--- config.mk ---
export PLATFORM = sky130hd
export DESIGN_NAME = bp_redirect_ctrl
export DESIGN_NICKNAME = d
export VERILOG_FILES = /design/src/rtl/bp_pkg.sv /design/src/rtl/sat_counter.sv /design/src/rtl/bp_redirect_ctrl.sv
export SDC_FILE = /design/constraint.sdc
export NUM_CORES = 1
export LEC_CHECK = 0
export CAP_MARGIN = 10
export CORE_ASPECT_RATIO = 1.2
export CORE_MARGIN = 2
export CORE_UTILIZATION = 45
export DETAILED_ROUTE_END_ITERATION = 10
export GPL_TIMING_DRIVEN = 0
export HOLD_SLACK_MARGIN = 0.12
export PLACE_DENSITY_LB_ADDON = 0.08
export SYNTH_ARGS = -nofsm -noshare
export SYNTH_HDL_FRONTEND = slang
export SYNTH_SLANG_ARGS = --single-unit
--- constraint.sdc ---
create_clock -name clk_i -period 4.6 [get_ports clk_i]
set_input_delay 0.46 -clock clk_i [delete_from_list [all_inputs] [get_ports clk_i]]
set_output_delay 0.46 -clock clk_i [all_outputs]
set_load 0.01 [all_outputs]
--- src/rtl/bp_pkg.sv ---
// Shared types for the branch-predictor redirect controller.
//   wp_e    : EX-stage misprediction verdict codes
//   meta_t  : per-instruction prediction metadata carried IF -> EX
//   state_e : redirect FSM states
package bp_pkg;

    typedef enum logic [1:0] {
        WP_OK        = 2'b00,
        WP_NOT_TAKEN = 2'b01,
        WP_TAKEN     = 2'b10
    } wp_e;

    typedef struct packed {
        logic valid;
        logic hit;
    } meta_t;

    typedef enum logic {
        RUN     = 1'b0,
        RECOVER = 1'b1
    } state_e;

    localparam meta_t META_BUBBLE = '{valid: 1'b0, hit: 1'b0};

    // Upper verdict bit selects the resolved ALU target; 2'b11 therefore
    // behaves exactly like WP_TAKEN.
    function automatic logic wp_use_alu_target(input logic [1:0] wp);
        return wp[1];
    endfunction

endpackage

--- src/rtl/sat_counter.sv ---
// Saturating up-counter used for the performance counters.
//   clk_i   : clock
//   clear_i : synchronous clear to zero (highest priority)
//   inc_i   : increment request; ignored once the count is all-ones
//   cnt_o   : registered count value
module sat_counter #(
    parameter int W = 32
) (
    input  logic         clk_i,
    input  logic         clear_i,
    input  logic         inc_i,
    output logic [W-1:0] cnt_o
);

    localparam logic [W-1:0] CNT_MAX = {W{1'b1}};
    localparam logic [W-1:0] CNT_ONE = W'(32'd1);

    logic [W-1:0] cnt_r;

    // Count register: clear, saturating increment, or hold.
    always_ff @(posedge clk_i) begin
        if (clear_i) begin
            cnt_r <= {W{1'b0}};
        end else if (inc_i && (cnt_r != CNT_MAX)) begin
            cnt_r <= cnt_r + CNT_ONE;
        end else begin
            cnt_r <= cnt_r;
        end
    end

    assign cnt_o = cnt_r;

endmodule

--- src/rtl/bp_redirect_ctrl.sv ---
// Consumer end of the branch-predictor interface.
// Chooses the next PC from the IF-stage prediction and the EX-stage verdict,
// squashes IF/ID and ID/EX on a misprediction, pipes {valid, hit} from IF to
// EX so the predictor sees the right hit_ex, and counts resolved control
// transfers and mispredictions.
// Ports:
//   clk_i, rst_i                : clock, synchronous active-high reset
//   pc_i, hit_i, predicted_pc_i : IF PC and BTB lookup result
//   wrong_predicted_i, alu_pc_i, pc_ex_i, is_ctrl_ex_i : EX resolution
//   stall_i                     : hazard stall (hold PC/IF-ID, bubble ID/EX)
//   next_pc_o, pc_we_o          : PC register input and write enable
//   flush_ifid_o, flush_idex_o, redirect_o : redirect controls
//   hit_ex_o, valid_ex_o        : ID/EX metadata register
//   br_cnt_o, mis_cnt_o         : saturating performance counters
module bp_redirect_ctrl
    import bp_pkg::*;
#(
    parameter int XLEN        = 32,
    parameter int CNT_W       = 32,
    parameter int RECOVER_CYC = 2
) (
    input  logic             clk_i,
    input  logic             rst_i,
    input  logic [XLEN-1:0]  pc_i,
    input  logic             hit_i,
    input  logic [XLEN-1:0]  predicted_pc_i,
    input  logic [1:0]       wrong_predicted_i,
    input  logic [XLEN-1:0]  alu_pc_i,
    input  logic [XLEN-1:0]  pc_ex_i,
    input  logic             is_ctrl_ex_i,
    input  logic             stall_i,
    output logic [XLEN-1:0]  next_pc_o,
    output logic             pc_we_o,
    output logic             flush_ifid_o,
    output logic             flush_idex_o,
    output logic             hit_ex_o,
    output logic             valid_ex_o,
    output logic             redirect_o,
    output logic [CNT_W-1:0] br_cnt_o,
    output logic [CNT_W-1:0] mis_cnt_o
);

    localparam int              RC_W        = (RECOVER_CYC > 2) ? $clog2(RECOVER_CYC) : 1;
    localparam logic            HAS_RECOVER = (RECOVER_CYC > 0) ? 1'b1 : 1'b0;
    localparam logic [RC_W-1:0] RC_ZERO     = {RC_W{1'b0}};
    localparam logic [RC_W-1:0] RC_ONE      = RC_W'(32'd1);
    localparam logic [RC_W-1:0] RC_LOAD     = (RECOVER_CYC > 0) ? RC_W'(RECOVER_CYC - 1) : RC_ZERO;
    localparam logic [XLEN-1:0] PC_STEP     = XLEN'(32'd4);

    meta_t           ifid_r, ifid_nxt_s;
    meta_t           idex_r, idex_nxt_s;
    state_e          state_r, state_nxt_s;
    logic [RC_W-1:0] rcnt_r, rcnt_nxt_s;
    logic            mis_s;
    logic            br_inc_s;
    logic [XLEN-1:0] next_pc_s;

    // Qualified verdict: only a real EX instruction outside the refill window
    // may redirect; reset masks it so the outputs are quiet during reset.
    always_comb begin
        mis_s    = 1'b0;
        br_inc_s = 1'b0;
        if (!rst_i && (state_r == RUN) && idex_r.valid) begin
            mis_s    = (wrong_predicted_i != WP_OK);
            br_inc_s = is_ctrl_ex_i;
        end else begin
            mis_s    = 1'b0;
            br_inc_s = 1'b0;
        end
    end

    // Next-PC selection: EX redirect beats IF prediction beats sequential.
    always_comb begin
        next_pc_s = pc_i + PC_STEP;
        if (rst_i) begin
            next_pc_s = {XLEN{1'b0}};
        end else if (mis_s && wp_use_alu_target(wrong_predicted_i)) begin
            next_pc_s = alu_pc_i;
        end else if (mis_s) begin
            next_pc_s = pc_ex_i + PC_STEP;
        end else if (hit_i) begin
            next_pc_s = predicted_pc_i;
        end else begin
            next_pc_s = pc_i + PC_STEP;
        end
    end

    // Metadata pipe next values; a flush wins over a stall.
    always_comb begin
        ifid_nxt_s = ifid_r;
        idex_nxt_s = idex_r;
        if (mis_s) begin
            ifid_nxt_s = META_BUBBLE;
            idex_nxt_s = META_BUBBLE;
        end else if (stall_i) begin
            ifid_nxt_s = ifid_r;
            idex_nxt_s = META_BUBBLE;
        end else begin
            ifid_nxt_s = '{valid: 1'b1, hit: hit_i};
            idex_nxt_s = ifid_r;
        end
    end

    // Redirect FSM next state: the refill window is time-based, so stalls
    // do not extend it.
    always_comb begin
        state_nxt_s = state_r;
        rcnt_nxt_s  = rcnt_r;
        case (state_r)
            RUN: begin
                if (mis_s && HAS_RECOVER) begin
                    state_nxt_s = RECOVER;
                    rcnt_nxt_s  = RC_LOAD;
                end else begin
                    state_nxt_s = RUN;
                    rcnt_nxt_s  = rcnt_r;
                end
            end
            RECOVER: begin
                if (rcnt_r == RC_ZERO) begin
                    state_nxt_s = RUN;
                    rcnt_nxt_s  = RC_ZERO;
                end else begin
                    state_nxt_s = RECOVER;
                    rcnt_nxt_s  = rcnt_r - RC_ONE;
                end
            end
            default: begin
                state_nxt_s = RUN;
                rcnt_nxt_s  = RC_ZERO;
            end
        endcase
    end

    // Pipeline metadata and FSM registers.
    always_ff @(posedge clk_i) begin
        if (rst_i) begin
            ifid_r  <= META_BUBBLE;
            idex_r  <= META_BUBBLE;
            state_r <= RUN;
            rcnt_r  <= RC_ZERO;
        end else begin
            ifid_r  <= ifid_nxt_s;
            idex_r  <= idex_nxt_s;
            state_r <= state_nxt_s;
            rcnt_r  <= rcnt_nxt_s;
        end
    end

    sat_counter #(.W(CNT_W)) u_br_cnt (
        .clk_i   (clk_i),
        .clear_i (rst_i),
        .inc_i   (br_inc_s),
        .cnt_o   (br_cnt_o)
    );

    sat_counter #(.W(CNT_W)) u_mis_cnt (
        .clk_i   (clk_i),
        .clear_i (rst_i),
        .inc_i   (mis_s),
        .cnt_o   (mis_cnt_o)
    );

    assign next_pc_o    = next_pc_s;
    assign pc_we_o      = rst_i | mis_s | ~stall_i;
    assign flush_ifid_o = mis_s;
    assign flush_idex_o = mis_s;
    assign redirect_o   = mis_s;
    assign hit_ex_o     = idex_r.hit;
    assign valid_ex_o   = idex_r.valid;

endmodule

==> impl_metrics.env <==
export IMPL_syn_area_sq_um=5790
export IMPL_seq_power_share=0.356
export IMPL_async_flop_share=0
export IMPL_fin_hold_ws_ns=0.447
export IMPL_tightest_slew_ns=1.10
export IMPL_cts_max_level=3
export IMPL_netlist_instances=793
export IMPL_vias=7380
export IMPL_post_route_cell_area_sq_um=8650
export IMPL_track_usage=0.305
export IMPL_path_clk_slew_ns=0.06
export IMPL_clock_skew_ns=0.00866
export IMPL_cap_violations=0
export IMPL_preCtsSetupSlack_ns=0.612
export IMPL_cts_sinks=70
export IMPL_antenna_found_initial=0
export IMPL_maxSlewHeadroom=0.261
export IMPL_die_area_sq_um=13800
export IMPL_finalWirelength_microns=21800
export IMPL_via_per_inst=6.12
export IMPL_postSynthAreaPerCell_sq_um=7.31
export IMPL_layout_common_cells="clkdlybuf4s50_1, nand2_1, a21oi_1"
export IMPL_cp_end_kind="primary output"
export IMPL_yosysWarnings=0
export IMPL_min_period_over_period=0.888
export IMPL_syn_to_final_growth_pct=49.4
export IMPL_path_max_fanout=10
export IMPL_finalSetupTns_ns=0
export IMPL_cp_depth=8
export IMPL_ir_drop_v=0.000204
export IMPL_r2r_setup_slack_ns=2.13
export IMPL_syn_nets=932
export IMPL_route_met2_wl_microns=10900
export IMPL_post_cts_buffers=0
export IMPL_swShare=0.254
export IMPL_max_stage_delay_ns=0.93
export IMPL_max_freq_ghz=0.245
export IMPL_place_area_sq_um=8330
export IMPL_grt_max_degree=14
export IMPL_yosysSeqAreaShare=0.242
export IMPL_dieWidth_microns=108
export IMPL_critPathRequiredTime_ns=4.14
export IMPL_grt_pass1_wl_microns=33900
export IMPL_crit_path_frequent_cell="clkdlybuf4s50_1"
export IMPL_finalWorstSetupSlack_ns=0.514
export IMPL_initial_core_util=0.459
export IMPL_cts_resized=0
export IMPL_die_h_microns=128
export IMPL_final_common_cell="clkdlybuf4s50_1"
export IMPL_dr_pass1_iters=5
export IMPL_power_density_nw_per_um2=198
export IMPL_dp_hpwl_microns=17200
export IMPL_synth_cell_type_count=66
export IMPL_num_antenna_cells=0
export IMPL_clk_latency_ns=0.34
export IMPL_setup_violations=0
export IMPL_grt_pass1_vias=6834
export IMPL_numCtsBuffers=9
export IMPL_p_int_mw=1.28
export IMPL_min_path_cells=2
export IMPL_synth_ff_type="dfxtp_1"
export IMPL_crit_type="in2out"
export IMPL_setup_worst_path_start_class="input pin"
export IMPL_p_leak_nw=2.73
export IMPL_met1Wirelength_microns=8670
export IMPL_maxSlewViolCount=0
export IMPL_layout_nets=1176
export IMPL_core_rowCount=45
export IMPL_synth_enable_flop_cells=0
export IMPL_highest_layer="met4"
export IMPL_drive_above_1_share=0.0595
export IMPL_crit_slowest_cell="nor4_2"
export IMPL_path_delay_family="simple AND/OR/NAND/NOR gates"
export IMPL_rsz0062_at_grt="no"
export IMPL_hold_path_class="reg2reg"
export IMPL_cts_root_buf="clkbuf_16"
export IMPL_grt_ovfl_total=0
export IMPL_drc=0
export IMPL_status="finished clean"
export IMPL_clk_path_buf_depth=2
export IMPL_drtIter0Drc=537
export IMPL_hold_viol=0
export IMPL_wl_per_cell_microns=18.1
export IMPL_io_pins=237
export IMPL_ys_seq_elements=70
export IMPL_netSwitchingPower_uw=435
export IMPL_crit_buf_inv=2
export IMPL_core_area_sq_um=12600
export IMPL_cp_arrival_ns=3.63
export IMPL_ff2ff_path_depth=8
export IMPL_ant_nets=0
export IMPL_place_gp_congestion=1.00
export IMPL_period_minus_slack_ns=4.09
export IMPL_cts_tree="built"
export IMPL_worstPathCellList="clkdlybuf4s50_1 -> ha_1 -> nand3_1 -> nor4_2 -> a31o_2 -> a21oi_1 -> o31ai_1 -> clkdlybuf4s50_1"
export IMPL_clkPwrFrac=0.441
export IMPL_wl_met3_microns=1510
export IMPL_comb_power_share=0.203
export IMPL_hold_buffers=0
export IMPL_io_buffers=233
state kept, by name, indices dropped and copies added, names as in the netlist:
signal and flops:
u_mis_cnt.cnt_o 32, hit_ex_o 1, rcnt_r 1, u_br_cnt.cnt_o 32, valid_ex_o 1, state_r 1, ifid_r 2
tightest hold or removal path, stage by stage (launching register included):
cell	delay, ns
dfxtp_1	0.30
inv_1	0.06
nor3_1	0.05
synth_stat cells (7+ instances only):
master	instances	area share
a21oi_1	72	0.062
a31o_2	11	0.017
and2_1	7	0.0076
and3_1	13	0.014
and4_1	18	0.027
buf_2	9	0.0078
clkbuf_1	34	0.022
dfxtp_1	70	0.24
inv_1	19	0.012
mux2i_1	7	0.012
nand2_1	76	0.049
nand3_1	49	0.042
nand4_1	40	0.043
nor2_1	37	0.024
nor3_1	28	0.024
nor4_1	24	0.026
o211ai_1	8	0.010
o21ai_0	40	0.035
o21ai_1	9	0.0078
o31a_1	8	0.012
o31ai_1	40	0.052
or3_1	27	0.029
or4_1	31	0.040
xnor2_1	18	0.027
xor2_1	15	0.023
path summary, 6_finish.rpt:
| path | from | endpoint |
|---|---|---|
| max | pc_i[2] | next_pc_o[28] |
| min | ifid_r[1]$_SDFFE_PP0N_ | valid_ex_o$_SDFF_PP0_ |
| max reg2reg | u_br_cnt.cnt_o[24]$_SDFFE_PP0P_ | u_br_cnt.cnt_o[7]$_SDFFE_PP0P_ |
| min reg2reg | ifid_r[1]$_SDFFE_PP0N_ | valid_ex_o$_SDFF_PP0_ |
metrics by stage:
| step | util | power (mW) | std cells |
|---|---|---|---|
| 2_1_floorplan | - | 0.750 | 793 |
| 3_3_place_gp | 0.661 | 0.967 | 1190 |
| 3_5_place_dp | 0.661 | 0.967 | 1190 |
| 4_1_cts | 0.686 | 1.71 | 1206 |
| 5_1_grt | 0.686 | 1.76 | 1206 |
| 6_report | 0.686 | 1.71 | 1206 |
power groups by stage:
stage	clock network [mW]	logic [mW]	registers (mW)
2_1_floorplan	0	0.126	0.624
3_3_place_gp	0	0.344	0.624
3_5_place_dp	0	0.343	0.624
4_1_cts	0.758	0.346	0.611
5_1_grt	0.782	0.372	0.611
6_report	0.756	0.348	0.610
layer usage:
metal  up-vias  track usage
li1       3583            -
met1      3432        0.362
met2       318        0.544
met3        47       0.0559
met4         0        0.115
met5         -            0
final cells by class:
class	count	area [sq um]
multi-input cells	654	4090
fillers	1105	3960
repair buffers	233	2330
flip-flops and latches	70	1400
plain buffers	49	229
clock buffers	9	225
well taps	164	205
clock inverters	7	97.6
inverters	20	75.1
cell families (layout without fill, tap and decap cells):
group                    count (synthesis)  after routing  share of synthesized area
AO/OA/AOI/OAI                          231            231                      0.261
multiplexers                            10             10                     0.0179
flip-flops                              70             70                      0.242
AND/OR/NAND/NOR                        376            376                      0.368
buffers and inverters                   69            318                     0.0525
XOR/XNOR                                33             33                     0.0499
adder cells (fa/ha/maj)                  4              4                    0.00864
Power figures use the tool's default switching activity.
